## src/rtl/branch_redirect_ctrl.sv

```systemverilog
// ---------------------------------------------------------------------------
// branch_redirect_ctrl
//
// Purpose:
//   This block produces the fetch-redirect controls for the instruction
//   memory / PC unit. It decodes beq, bne, j, jal and jr from the word that
//   is currently being fetched. The redirect is issued one cycle later, in
//   the MIPS delay-slot cycle, and never in the branch cycle itself.
//   All outputs are combinational from the FSM state, the pending redirect
//   registers and the current inputs. The PC unit samples them at the next
//   rising edge of clk.
//
// Ports:
//   clk             rising-edge clock
//   reset           synchronous, active-low reset (asserted when 0)
//   pc              byte address of the instruction currently fetched
//   instruction     instruction word at pc
//   rs_data         forwarded rs operand of the current instruction
//   rt_data         forwarded rt operand of the current instruction
//   stall           pipeline hold request; fetch must not advance
//   absJump         absolute redirect this cycle
//   absJumpAddress  absolute target in bytes; valid while absJump=1, else 0
//   relJumpDelta    extra signed word delta added to PC+1
//   link_write      jal link-register write strobe
//   link_reg        link register index, always LINK_REG
//   link_addr       return address, pc+8
//   in_delay_slot   the current cycle is a delay slot; this is also the
//                   externally visible FSM state (1 = SLOT)
//   slot_violation  one-cycle pulse: control instruction found in a slot
//
// Handshake: this block has no valid/ready pairs. stall is a level-sensitive
// hold. While stall=1, neither the FSM nor the pending registers move, and
// the PC unit is told to re-fetch the same word (relJumpDelta=HOLD_DELTA).
// ---------------------------------------------------------------------------
module branch_redirect_ctrl #(
  parameter logic [4:0]  LINK_REG   = 5'd31,
  parameter logic [15:0] HOLD_DELTA = 16'hFFFF
) (
  input  logic        clk,
  input  logic        reset,
  input  logic [31:0] pc,
  input  logic [31:0] instruction,
  input  logic [31:0] rs_data,
  input  logic [31:0] rt_data,
  input  logic        stall,
  output logic        absJump,
  output logic [31:0] absJumpAddress,
  output logic [15:0] relJumpDelta,
  output logic        link_write,
  output logic [4:0]  link_reg,
  output logic [31:0] link_addr,
  output logic        in_delay_slot,
  output logic        slot_violation
);

  // -------------------------------------------------------------------------
  // Opcode / funct encodings
  // -------------------------------------------------------------------------
  localparam logic [5:0] OPC_SPECIAL = 6'b000000;
  localparam logic [5:0] OPC_J       = 6'b000010;
  localparam logic [5:0] OPC_JAL     = 6'b000011;
  localparam logic [5:0] OPC_BEQ     = 6'b000100;
  localparam logic [5:0] OPC_BNE     = 6'b000101;
  localparam logic [5:0] FUNCT_JR    = 6'b001000;

  typedef enum logic {
    IDLE = 1'b0,
    SLOT = 1'b1
  } state_e;

  typedef enum logic [2:0] {
    CTRL_NONE,
    CTRL_BEQ,
    CTRL_BNE,
    CTRL_J,
    CTRL_JAL,
    CTRL_JR
  } ctrl_e;

  // -------------------------------------------------------------------------
  // State and pending redirect registers
  // -------------------------------------------------------------------------
  state_e      state, state_next;
  logic        p_taken, p_taken_next;
  logic        p_abs, p_abs_next;
  logic [31:0] p_addr, p_addr_next;
  logic [15:0] p_delta, p_delta_next;

  // -------------------------------------------------------------------------
  // Decode of the currently fetched word
  // -------------------------------------------------------------------------
  logic [5:0]  opcode;
  logic [5:0]  funct;
  logic [15:0] imm16;
  ctrl_e       ctrl;
  logic        is_ctrl;

  assign opcode = instruction[31:26];
  assign funct  = instruction[5:0];
  assign imm16  = instruction[15:0];

  always_comb begin
    ctrl = CTRL_NONE;
    case (opcode)
      OPC_BEQ:     ctrl = CTRL_BEQ;
      OPC_BNE:     ctrl = CTRL_BNE;
      OPC_J:       ctrl = CTRL_J;
      OPC_JAL:     ctrl = CTRL_JAL;
      OPC_SPECIAL: if (funct == FUNCT_JR) ctrl = CTRL_JR;
      default:     ctrl = CTRL_NONE;
    endcase
  end

  assign is_ctrl = (ctrl != CTRL_NONE);

  // -------------------------------------------------------------------------
  // Candidate pending values for a branch/jump found in the current word.
  //
  // The branch target is (branch_pc+4) + 4*imm. The redirect is applied at
  // the delay slot (branch_pc+4), and the PC unit adds 1 word by itself, so
  // the delta needed there is imm-1. This wraps modulo 2^16, so imm=0x8000
  // gives 0x7FFF.
  // -------------------------------------------------------------------------
  logic [15:0] br_delta;
  logic [31:0] j_target;
  logic        operands_equal;

  assign br_delta       = imm16 - 16'd1;
  assign j_target       = {pc[31:28], instruction[25:0], 2'b00};
  assign operands_equal = (rs_data == rt_data);

  // Link outputs do not depend on state; only the strobe is qualified.
  assign link_reg      = LINK_REG;
  assign link_addr     = pc + 32'd8;
  assign in_delay_slot = (state == SLOT);

  // -------------------------------------------------------------------------
  // State register
  // -------------------------------------------------------------------------
  always_ff @(posedge clk) begin
    state   <= state_next;
    p_taken <= p_taken_next;
    p_abs   <= p_abs_next;
    p_addr  <= p_addr_next;
    p_delta <= p_delta_next;
  end

  // -------------------------------------------------------------------------
  // Next-state and output logic
  // -------------------------------------------------------------------------
  always_comb begin
    state_next     = state;
    p_taken_next   = p_taken;
    p_abs_next     = p_abs;
    p_addr_next    = p_addr;
    p_delta_next   = p_delta;
    absJump        = 1'b0;
    absJumpAddress = 32'd0;
    relJumpDelta   = 16'd0;
    link_write     = 1'b0;
    slot_violation = 1'b0;

    if (!reset) begin
      // Any in-flight slot is dropped, so no redirect ever follows a reset.
      // The redirect outputs stay at their zero defaults.
      state_next   = IDLE;
      p_taken_next = 1'b0;
      p_abs_next   = 1'b0;
      p_addr_next  = 32'd0;
      p_delta_next = 16'd0;
    end else begin
      case (state)
        IDLE: begin
          if (stall) begin
            relJumpDelta = HOLD_DELTA;
          end else if (is_ctrl) begin
            // Fetch advances normally into the delay slot (delta 0).
            state_next = SLOT;
            case (ctrl)
              CTRL_BEQ, CTRL_BNE: begin
                p_taken_next = (ctrl == CTRL_BEQ) ? operands_equal
                                                  : !operands_equal;
                p_abs_next   = 1'b0;
                p_delta_next = br_delta;
              end
              CTRL_J, CTRL_JAL: begin
                p_taken_next = 1'b1;
                p_abs_next   = 1'b1;
                p_addr_next  = j_target;
                link_write   = (ctrl == CTRL_JAL);
              end
              CTRL_JR: begin
                // The register target is used as-is, even if it is unaligned.
                p_taken_next = 1'b1;
                p_abs_next   = 1'b1;
                p_addr_next  = rs_data;
              end
              default: begin
                p_taken_next = 1'b0;
              end
            endcase
          end
        end

        SLOT: begin
          if (stall) begin
            relJumpDelta = HOLD_DELTA;
          end else begin
            // A control word in the slot is not decoded. It is only flagged.
            slot_violation = is_ctrl;
            state_next     = IDLE;
            if (p_taken && p_abs) begin
              absJump        = 1'b1;
              absJumpAddress = p_addr;
            end else if (p_taken) begin
              relJumpDelta = p_delta;
            end
          end
        end

        default: begin
          state_next = IDLE;
        end
      endcase
    end
  end

endmodule

```

## config.mk

```make
export PLATFORM = sky130hd
export DESIGN_NAME = branch_redirect_ctrl
export DESIGN_NICKNAME = d
export VERILOG_FILES = /design/src/rtl/branch_redirect_ctrl.sv
export SDC_FILE = /design/constraint.sdc
export NUM_CORES = 1
export LEC_CHECK = 0
export CAP_MARGIN = 20
export CORE_MARGIN = 4
export CORE_UTILIZATION = 38
export DETAILED_ROUTE_END_ITERATION = 16
export GPL_ROUTABILITY_DRIVEN = 0
export PLACE_DENSITY = 0.87
export SETUP_SLACK_MARGIN = 0.05
export SYNTH_ARGS = -nofsm -noshare
export SYNTH_HDL_FRONTEND = slang
export SYNTH_SLANG_ARGS = --single-unit
export TNS_END_PERCENT = 1
```

## constraint.sdc

```tcl
create_clock -name clk -period 2 [get_ports clk]
set_input_delay 0.3 -clock clk [delete_from_list [all_inputs] [get_ports clk]]
set_output_delay 0.3 -clock clk [all_outputs]
set_load 0.05 [all_outputs]
```

==> results.cfg <==
[run_status]
status = complete, but fails checks
violations = negative setup slack

[yosys]
synthSimpleGateAreaFrac_pct = 32.68
synth_top_area_share_pct = 27.49
synth_top_family_by_area = simple AND/OR/NAND/NOR gates
synth_most_common_cell = nand2_1
synth_compound_area_share_pct = 15.13
syn_area_um2 = 3714
yosys_warnings = 0
yosysSeqAreaShare_pct = 27.49
async_reset_ff_share_pct = 0
synth_ff_type = dfxtp_1
netlist_instances = 498
synth_top_cell_by_area = dfxtp_1
synthMuxAreaShare_pct = 0.2695
synth_xor_area_share_pct = 16.75
avgSynthCellArea_um2 = 7.457
synth.area.top_cells = dfxtp_1 27%, xor2_1 11%, nand2_1 7.5%, nor2_1 7.3%, a311oi_1 6.6%
synth_edf_count = 0
ys_seq_elements = 51
ys_types = 42
synth_common_cells = 74 x nand2_1, 72 x nor2_1, 51 x dfxtp_1, 47 x xor2_1, 34 x and2_1
synthAdderAreaFrac_pct = 1.011

[detailed_routing]
drc = 0
ant_nets = 0
vias = 5015
viasPerCell = 5.463
drtIter0Drc = 283
wl_per_cell_um = 20.47
first_pass_iters = 5
wl_um = 18790

[die]
initial_core_util_pct = 39.63
die_w_um = 106.9
rows = 35
die_h_um = 106.9
io_pins = 220
die_area_um2 = 11420
core_um2 = 9371

[clock_tree]
h-tree-depth = 2
clkLatencyLatePin_ps = 310
clk_pin_slew_worst_paths_ps = 110
clock_sinks = 51
cts_root_buf = clkbuf_8
cts_hold_buf = 0
cts_tree = built
numCtsBuffers = 5
clock_path_buffers = 2

[worst_setup_path]
crit_arrival_ps = 1710
path_max_fanout = 8
reg2reg_to = p_addr[23]$_SDFFE_PN0P_
setup.worst_path.end_class = output pin
worstRegToRegCells = 7
cp-start-kind = flop
reg2reg_from = in_delay_slot$_SDFF_PN0_
path_class = flop to output pin
r2r_setup_slack_ps = 100
cp.required_ps = 1700

[timing]
tightest_slew_ps = 723.6
fin_setup_tns_ps = -29.35
setup_viol = 9
rsz0062_at_grt = true
period_minus_slack_ps = 2011
layout_setup_ws_ps = -11.05
slew_violations = 0
clock_skew_ps = 7.944
period_share_pct = 100.6
fmaxAchievable_ghz = 0.4973
slew_headroom_pct = 51.76
hold_viol = 0

[placed_design]
dp_hpwl_um = 13810
placed_cells = 894
dp_slack_ps = -524.5
port_buffers = 208

[grt]
grt_pass1_vias = 5392
grt_max_degree = 61
grt_usage_pct = 31.68
grt.overflow.total = 0
antenna_found_initial = 2
grt_pass1_wl_um = 28520

[run]
cap_violations = 0

[cells_and_area]
syn_to_final_growth_pct = 113.6
drive_gt1_share_pct = 40.28
fin_nets = 920
final_cells = 918

[hold_path]
min_from = instruction[0]
whs_endpoint = p_delta[0]$_SDFFE_PN0P_
min_path_type = primary input to flop
min_path_cells = 3

[pwr]
ir_worst_vdd_uv = 307.9
powerDensity_nw_per_um2 = 360.9
p_leak_nw = 3.257
==> layout make-up <==
class	instances	area, um^2
clock inverter	3	28.78
clock buffer	5	68.82
tap	129	161.4
inverter	6	22.52
fill	498	1439
sequential	51	1025
multi-input combinational	405	2870
antenna	2	5.005
timing repair buffer	317	3751
==> through the flow <==
stage	util (%)	hold slack, ps	cell area, um^2	power [W]
final	84.65	336.2	7933	0.002863
after global routing	84.65	333.4	7933	0.002964
after detailed placement	78.91	447.4	7395	0.002192
after global placement	78.91	436.9	7395	0.002166
after CTS	83.71	449.2	7845	0.002844
after floorplan	-	395.6	3809	0.001484
==> critical path, cell delays in order (launching register included) <==
cell	delay [ps]
dfxtp_4	380
nor3b_4	230
and3_4	330
buf_8	150
and2_4	160
buf_12	130
==> worst max path at each step <==
stage / startpoint / end / slack [ps]
after global placement: pc[13] / link_addr[24] / -440
after floorplan: pc[6] / link_addr[24] / -150
after global routing: pc[27] / link_addr[31] / -70
after detailed placement: pc[13] / link_addr[22] / -520
after CTS: instruction[29] / link_write / 40
final: in_delay_slot$_SDFF_PN0_ / absJumpAddress[10] / -10
==> flip-flops by register name, indices dropped and copies added (netlist names) <==
| signal | flops |
|---|---|
| p_abs | 1 |
| p_delta | 16 |
| p_taken | 1 |
| p_addr | 32 |
| in_delay_slot | 1 |
==> kinds of logic after synthesis <==
logic type               count (synthesis)
XOR/XNOR                                71
buffers and inverters                   46
AO/OA/AOI/OAI                           81
multiplexers                             1
AND/OR/NAND/NOR                        244
flip-flops                              51
adder cells (fa/ha/maj)                  3
other                                    1
==> what timing repair did <==
| action | 4_1_cts | 5_1_grt |
|---|---|---|
| pin swaps | 34 | 32 |
| setup endpoints to repair | 93 | 96 |
| endpoints found under the hold margin | 0 | 0 |
| gates cloned | 2 | 0 |
| setup buffers | 12 | 0 |
| gates resized for setup | 155 | 30 |
==> placed cells by master (no fill, tap or decap), types with 16 or more instances in the layout <==
master / instances
buf_4: 96
clkdlybuf4s50_1: 91
buf_12: 84
nand2_1: 71
nor2_1: 51
dfxtp_1: 50
xor2_1: 40
and2_4: 33
a21oi_1: 28
a311oi_1: 27
nor2_2: 20
dlygate4sd2_1: 16
==> power by group <==
part,total (W),switching [W],leakage (nW),internal (W)
registers,0.00104,0.00000838,0.412,0.00103
logic,0.00117,0.000580,2.79,0.000588
clock network,0.000660,0.000399,0.0502,0.000261
total,0.00286,0.000988,3.26,0.00188
==> metal layers <==
metal / wire (um) / GRT usage (%)
met1: 6375 / 32.66
met2: 9893 / 60.79
met3: 1634 / 7.646
met4: 886 / 12.69
met5: 0 / 0
Note: power is estimated with default switching activity, not from simulation.
